[src/rtl/gsm_pkg.sv]
// rtl/gsm_pkg.sv - shared Gray level codes, 1s17 limits, RX FSM states and saturation helper
package gsm_pkg;

  // Gray-coded 4-ASK decisions: adjacent amplitudes differ in one bit
  localparam logic [1:0] LVL_M3 = 2'b00;
  localparam logic [1:0] LVL_M1 = 2'b01;
  localparam logic [1:0] LVL_P1 = 2'b11;
  localparam logic [1:0] LVL_P3 = 2'b10;

  // 1s17 full-scale limits
  localparam logic signed [17:0] MAX_POS = 18'sh1FFFF;
  localparam logic signed [17:0] MIN_NEG = 18'sh20000;

  typedef enum logic {
    ACQ = 1'b0,
    TRK = 1'b1
  } rx_state_e;

  // Clamp a two-bit-wider signed intermediate back into 1s17
  function automatic logic signed [17:0] sat_1s17(input logic signed [19:0] v);
    logic signed [19:0] hi;
    logic signed [19:0] lo;
    hi = 20'sh1FFFF;
    lo = -20'sh20000;
    if (v > hi) begin
      return MAX_POS;
    end else if (v < lo) begin
      return MIN_NEG;
    end
    return v[17:0];
  endfunction

endpackage

[src/rtl/rx_win_accum.sv]
// rtl/rx_win_accum.sv - windowed accumulator that hands over its total and restarts on flush
module rx_win_accum #(
  parameter int AW = 25
) (
  input  logic                 clk_i,
  input  logic                 rst_ni,
  input  logic                 add_i,
  input  logic                 flush_i,
  input  logic signed [AW-1:0] term_i,
  output logic signed [AW-1:0] sum_o
);

  logic signed [AW-1:0] acc_q;
  logic signed [AW-1:0] acc_d;

  // A flush starts the next window; a term arriving in that cycle is its first entry
  always_comb begin
    acc_d = acc_q;
    if (flush_i) begin
      acc_d = add_i ? term_i : '0;
    end else if (add_i) begin
      acc_d = acc_q + term_i;
    end
  end

  // Accumulator state
  always_ff @(posedge clk_i or negedge rst_ni) begin
    if (!rst_ni) begin
      acc_q <= '0;
    end else begin
      acc_q <= acc_d;
    end
  end

  assign sum_o = acc_q;

endmodule

[src/rtl/rx_slicer_mer.sv]
// rtl/rx_slicer_mer.sv - RX decimator, Gray 4-ASK slicer, amplitude and MER windows; RX_SLICER_DC_EN adds DC removal
module rx_slicer_mer
  import gsm_pkg::*;
#(
  parameter int WIDTH    = 18,
  parameter int SPS      = 4,
  parameter int LOG2_N   = 7,
  parameter int REF_INIT = 32768
) (
  input  logic                           sys_clk,
  input  logic                           reset_n,
  input  logic                           sam_clk_en,
  input  logic signed [WIDTH-1:0]        x_in,
  input  logic        [1:0]              phase_sel,
  output logic        [1:0]              sym_out,
  output logic                           sym_valid,
  output logic signed [WIDTH-1:0]        ref_level,
  output logic        [WIDTH+LOG2_N-1:0] err_acc,
  output logic                           mer_valid
);

  localparam int         AW      = WIDTH + LOG2_N;
  localparam logic [1:0] LAST_PH = 2'(SPS - 1);

  logic [1:0]              cnt_q;
  logic [1:0]              phase_q;
  logic                    strobe;
  logic signed [WIDTH-1:0] x1_q;
  logic                    v1_q;
  logic [1:0]              sym_q;
  logic                    sym_valid_q;
  logic [WIDTH-1:0]        abs_q;
  logic [WIDTH-1:0]        sq_q;
  logic [LOG2_N-1:0]       win_q;
  logic                    done_q;
  rx_state_e               state_q;
  logic signed [WIDTH-1:0] ref_q;
  logic [AW-1:0]           err_acc_q;
  logic                    mer_valid_q;

  logic signed [WIDTH-1:0]   xc;
  logic signed [WIDTH+1:0]   xc_w, a_w, a2_w, a3_w, lvl_w, err_w, abs_w;
  logic [1:0]                sym_d;
  logic signed [WIDTH-1:0]   err_s, abs_s;
  logic signed [2*WIDTH-1:0] sq;
  logic signed [AW-1:0]      abs_term, sq_term, abs_sum, sq_sum, ref_full;
  logic                      unused_bits;

  assign strobe = sam_clk_en && (cnt_q == phase_q);

  // Sample-phase counter; a new phase selection is adopted only at the wrap
  always_ff @(posedge sys_clk or negedge reset_n) begin
    if (!reset_n) begin
      cnt_q   <= '0;
      phase_q <= '0;
    end else if (sam_clk_en) begin
      if (cnt_q == LAST_PH) begin
        cnt_q   <= '0;
        phase_q <= phase_sel;
      end else begin
        cnt_q <= cnt_q + 2'd1;
      end
    end
  end

`ifdef RX_SLICER_DC_EN
  logic signed [WIDTH-1:0] dc_q;
  logic signed [WIDTH-1:0] x2_q;
  logic signed [WIDTH+1:0] xdc_w;
  logic signed [AW-1:0]    x_term, x_sum, dc_full;
  logic                    unused_dc_bits;

  assign xdc_w          = x1_q - dc_q;
  assign xc             = sat_1s17(xdc_w);
  assign x_term         = $signed({{LOG2_N{x2_q[WIDTH-1]}}, x2_q});
  assign dc_full        = x_sum >>> LOG2_N;
  assign unused_dc_bits = ^dc_full[AW-1:WIDTH];

  // Raw sample trails to C3 and the DC estimate refreshes at each window end
  always_ff @(posedge sys_clk or negedge reset_n) begin
    if (!reset_n) begin
      x2_q <= '0;
      dc_q <= '0;
    end else begin
      x2_q <= x1_q;
      if (done_q) begin
        dc_q <= dc_full[WIDTH-1:0];
      end
    end
  end

  rx_win_accum #(.AW(AW)) u_acc_x (
    .clk_i   (sys_clk),
    .rst_ni  (reset_n),
    .add_i   (sym_valid_q),
    .flush_i (done_q),
    .term_i  (x_term),
    .sum_o   (x_sum)
  );
`else
  assign xc = x1_q;
`endif

  assign xc_w  = xc;
  assign a_w   = ref_q;
  assign a2_w  = a_w <<< 1;
  assign a3_w  = a2_w + a_w;
  assign err_w = xc_w - lvl_w;
  assign err_s = sat_1s17(err_w);
  assign sq    = err_s * err_s;
  assign abs_w = xc_w[WIDTH+1] ? -xc_w : xc_w;
  assign abs_s = sat_1s17(abs_w);

  // Thresholds -2a, 0, +2a; a sample on a threshold takes the upper level
  always_comb begin
    sym_d = LVL_M3;
    lvl_w = -a3_w;
    if (xc_w >= a2_w) begin
      sym_d = LVL_P3;
      lvl_w = a3_w;
    end else if (!xc_w[WIDTH+1]) begin
      sym_d = LVL_P1;
      lvl_w = a_w;
    end else if (xc_w >= -a2_w) begin
      sym_d = LVL_M1;
      lvl_w = -a_w;
    end
  end

  // C1 captures the strobed sample; C2 registers decision, |x| and err^2 terms
  always_ff @(posedge sys_clk or negedge reset_n) begin
    if (!reset_n) begin
      x1_q        <= '0;
      v1_q        <= 1'b0;
      sym_q       <= LVL_M3;
      sym_valid_q <= 1'b0;
      abs_q       <= '0;
      sq_q        <= '0;
    end else begin
      v1_q        <= strobe;
      sym_valid_q <= v1_q;
      if (strobe) begin
        x1_q <= x_in;
      end
      if (v1_q) begin
        sym_q <= sym_d;
        abs_q <= abs_s;
        sq_q  <= sq[2*WIDTH-2:WIDTH-1];
      end
    end
  end

  // C3 counts window terms; done marks the cycle after the last term landed
  always_ff @(posedge sys_clk or negedge reset_n) begin
    if (!reset_n) begin
      win_q  <= '0;
      done_q <= 1'b0;
    end else begin
      done_q <= sym_valid_q && (&win_q);
      if (sym_valid_q) begin
        win_q <= win_q + LOG2_N'(1);
      end
    end
  end

  assign abs_term = $signed({{LOG2_N{1'b0}}, abs_q});
  assign sq_term  = $signed({{LOG2_N{1'b0}}, sq_q});

  rx_win_accum #(.AW(AW)) u_acc_abs (
    .clk_i   (sys_clk),
    .rst_ni  (reset_n),
    .add_i   (sym_valid_q),
    .flush_i (done_q),
    .term_i  (abs_term),
    .sum_o   (abs_sum)
  );

  rx_win_accum #(.AW(AW)) u_acc_sq (
    .clk_i   (sys_clk),
    .rst_ni  (reset_n),
    .add_i   (sym_valid_q),
    .flush_i (done_q),
    .term_i  (sq_term),
    .sum_o   (sq_sum)
  );

  // 'a' is half the mean magnitude: mean |x| sits midway between a and 3a
  assign ref_full    = abs_sum >>> (LOG2_N + 1);
  assign unused_bits = ^{sq[2*WIDTH-1], sq[WIDTH-2:0], ref_full[AW-1:WIDTH]};

  // ACQ/TRK controller: first window only seeds 'a', later windows also report MER
  always_ff @(posedge sys_clk or negedge reset_n) begin
    if (!reset_n) begin
      state_q     <= ACQ;
      ref_q       <= WIDTH'(REF_INIT);
      err_acc_q   <= '0;
      mer_valid_q <= 1'b0;
    end else begin
      mer_valid_q <= 1'b0;
      if (done_q) begin
        ref_q <= ref_full[WIDTH-1:0];
        case (state_q)
          ACQ: state_q <= TRK;
          TRK: begin
            err_acc_q   <= sq_sum;
            mer_valid_q <= 1'b1;
          end
          default: state_q <= ACQ;
        endcase
      end
    end
  end

  assign sym_out   = sym_q;
  assign sym_valid = sym_valid_q;
  assign ref_level = ref_q;
  assign err_acc   = err_acc_q;
  assign mer_valid = mer_valid_q;

endmodule

[config.mk]
export PLATFORM = sky130hd
export DESIGN_NAME = rx_slicer_mer
export DESIGN_NICKNAME = d
export VERILOG_FILES = /design/src/rtl/gsm_pkg.sv /design/src/rtl/rx_win_accum.sv /design/src/rtl/rx_slicer_mer.sv
export SDC_FILE = /design/constraint.sdc
export NUM_CORES = 1
export LEC_CHECK = 0
export ABC_AREA = 1
export CAP_MARGIN = 30
export CORE_MARGIN = 8
export CORE_UTILIZATION = 40
export DETAILED_ROUTE_END_ITERATION = 16
export PLACE_DENSITY = 0.56
export SETUP_SLACK_MARGIN = 0.02
export SLEW_MARGIN = 25
export SYNTH_ARGS = -nofsm -noshare
export SYNTH_HDL_FRONTEND = slang
export SYNTH_SLANG_ARGS = --single-unit
export TNS_END_PERCENT = 5
[constraint.sdc]
create_clock -name sys_clk -period 13.9 [get_ports sys_clk]
set_input_delay 2.78 -clock sys_clk [delete_from_list [all_inputs] [get_ports sys_clk]]
set_output_delay 2.78 -clock sys_clk [all_outputs]
set_load 0.1 [all_outputs]
==> metrics.txt <==
Max Transition Viols Final 0; kind of end point of the critical path flop; number of antenna violations at the first check in global routing 0; area of combinational cells with multiple inputs 0.01635 mm²; Worst Path Buf+Inv 8; All-Layer GR Usage 20.69%; clock root buffer clkbuf_16; Post-Place Cell Area 0.02485 mm²; result of the run complete, no violations; flip-flop and latch count after synthesis 164; distinct cell type count after synthesis 60; row count 88; final layout net count 3571; placed cells 3779; Worst-path clk slew 0.07 ns; largest net degree at the start of global routing 98; worst-path cell with the longest stage delay fa_1; share of the cycle needed by the critical path after routing 92.23%; share of flip-flops with an asynchronous set or reset 100.0%; Slew HR 31.88%; number of remaining DRC errors 0; crit path time final 12.82 ns; Least-Margin Pin Slew 1.019 ns; worst min path class flop to flop; area of the core 0.05770 mm²; cell taking the most area after synthesis fa_1; Die Wd 257.5 µm; clock network latency to the later pin of the worst-skew pair 0.49 ns; global-route wire length before repair 110.2 mm; sequential cell area 0.004106 mm²; Die Y-Extent 257.5 µm; proportion of netlist area held by the largest area contributor 25.22%; Total Negative Setup Slacks 0 ns; number of optimization iterations in the first detailed-route pass 5; worst reg2reg setup slack 1.08 ns; Critical Path Most Common Cell nand2_1; vias per cell 5.136; unrepaired setup endpoints after global routing no; worst path arrival time 13.20 ns; routed length per instance 17.74 µm; kind of cell adding the most delay to the critical path adder cells; clock tree from TritonCTS yes; count of port buffers added during placement 69; number of design-rule violations left by the first detailed-router iteration 1252; Post-Route WL 67.63 mm; max_cap viols 0; final RePlAce weighted congestion 0.9484; cell with the most instances after synthesis inv_1; overflow left after global routing 0; startpoint type of the worst setup path flop; share of layout cells above drive strength 1 3.215%; diode count 0; Antenna Violating Nets Remaining 0; category of the critical setup timing path flop to flop; count of placed standard cells in the final layout, fillers left out 3813; total CTS buffers 17; net count after synthesis 3535; post-synthesis instance area 0.02333 mm²; signed area change from the synthesized netlist to the final layout 9.191%; starting density of the core 40.44%; number of warnings reported in the yosys synthesis log 0; data required time at the worst endpoint 14.28 ns; number of standard cells after synthesis 2999; Max Fanout on Critical Path 17; fin area 0.02548 mm²; peak per-stage delay on the critical path 0.78 ns; HPWL Detailed 55.54 mm; total number of vias 19580; postcts setup bufs 0; Synth top cells by count inv_1, nand2_1, fa_1; buffer depth of the longest clock path 2; Area contributors post-synth fa_1, dfrtp_1, ha_1; average footprint of a synthesized cell 7.780 µm²; Layout fillers 5957; via count of the first global-routing pass 20840; Total Die Area 0.06632 mm²; worst clock skew 0.02617 ns; final-report hold violation count 0; share of synthesized area occupied by flip-flops and latches 17.59%; IO Pins 70; total number of H-tree levels 4; Setup Viol. Count Final 0; clk sinks 164; Fmax achieved 78.00 MHz; Top FF cell, synth dfrtp_1; Worst Hold Slack 0.4673 ns; number of enable-type register cells in the synthesized netlist 0
==> kinds of logic (layout without fill, tap and decap cells) <==
logic type	Yosys count	after routing	share of synthesized area, %
XOR/XNOR	101	101	3.855
AND/OR/NAND/NOR	981	981	17.88
flip-flops	164	164	17.59
adder cells (fa/ha/maj)	513	513	36.97
multiplexers	1	1	0.04826
buffers and inverters	762	811	12.35
AO/OA/AOI/OAI	477	477	11.30
==> worst reg2reg max path, delay by kind of cell, from the launching register on <==
kind	cells	cell delay [ns]
adder cells (fa/ha/maj)	10	4.65
AND/OR/NAND/NOR	21	3.57
AO/OA/AOI/OAI	12	2.53
buffers and inverters	8	1.43
flip-flops	1	0.44
XOR/XNOR	1	0.11
==> through the flow <==
stage / worst slack, ns / utilization, %
after detailed placement: 1.169 / 43.06
final: 1.080 / 44.16
after CTS: 1.079 / 44.05
after floorplan: 2.416 / -
after global routing: 0.04894 / 44.16
after global placement: 1.369 / 43.02
==> flip-flops by register name, summed over array words and instances, names as in the netlist <==
| signal | flops |
|---|---|
| sq_q | 18 |
| sym_valid | 1 |
| abs_q | 18 |
| x1_q | 18 |
| v1_q | 1 |
| err_acc | 25 |
| u_acc_abs.sum_o | 25 |
| ref_level | 17 |
| phase_q | 2 |
| mer_valid | 1 |
| sym_out | 2 |
| done_q | 1 |
| state_q | 1 |
| win_q | 7 |
| cnt_q | 2 |
| u_acc_sq.sum_o | 25 |
==> layout by cell type (no fill, tap or decap), types with 30 or more instances in the layout <==
| cell type | n |
|---|---|
| fa_1 | 294 |
| xor2_1 | 73 |
| o21ai_0 | 179 |
| nor2_1 | 229 |
| inv_1 | 675 |
| a21oi_1 | 185 |
| nand3_1 | 105 |
| nor3_1 | 30 |
| nand2_1 | 539 |
| dfrtp_1 | 162 |
| ha_1 | 219 |
| clkdlybuf4s50_1 | 68 |
==> what timing repair did <==
item	CTS	global route
hold endpoints to repair	0	0
hold buffers	0	0
gates resized for setup	0	1
setup endpoints to repair	0	1
==> final timing paths <==
kind | from | endpoint | cells after the start
setup / recovery | ref_level[2]$_DFFE_PN0P_ | sq_q[17]$_DFFE_PN0P_ | 52
hold / removal | state_q$_DFFE_PN0P_ | state_q$_DFFE_PN0P_ | 1
setup reg to reg | ref_level[2]$_DFFE_PN0P_ | sq_q[17]$_DFFE_PN0P_ | 52
hold reg to reg | state_q$_DFFE_PN0P_ | state_q$_DFFE_PN0P_ | 1
max in group asynchronous | reset_n | ref_level[12]$_DFFE_PN0P_ | 2
min in group asynchronous | reset_n | win_q[3]$_DFFE_PN0P_ | 1
==> cell type report <==
class / instances / area share [%]
multi-input cells: 2073 / 64.17
inverters: 691 / 10.19
well taps: 765 / 3.757
clock buffers: 18 / 1.684
repair buffers: 88 / 3.526
flip-flops and latches: 164 / 16.12
clock inverters: 14 / 0.5549
==> routing by layer <==
metal  share of wire, %  vias to the layer above  wire [µm]  track usage, %
met4                2.0                        0       1348           5.093
li1                   -                     9361          -               -
met3                5.1                       71       3422           3.102
met5                  0                        -          0               0
met2                 50                      501      33880           36.96
met1                 43                     9649      28980           26.01
Power is left out: the tool's default activity adds up to more than one toggle a clock period on the data nets, which glitch-free logic cannot reach.
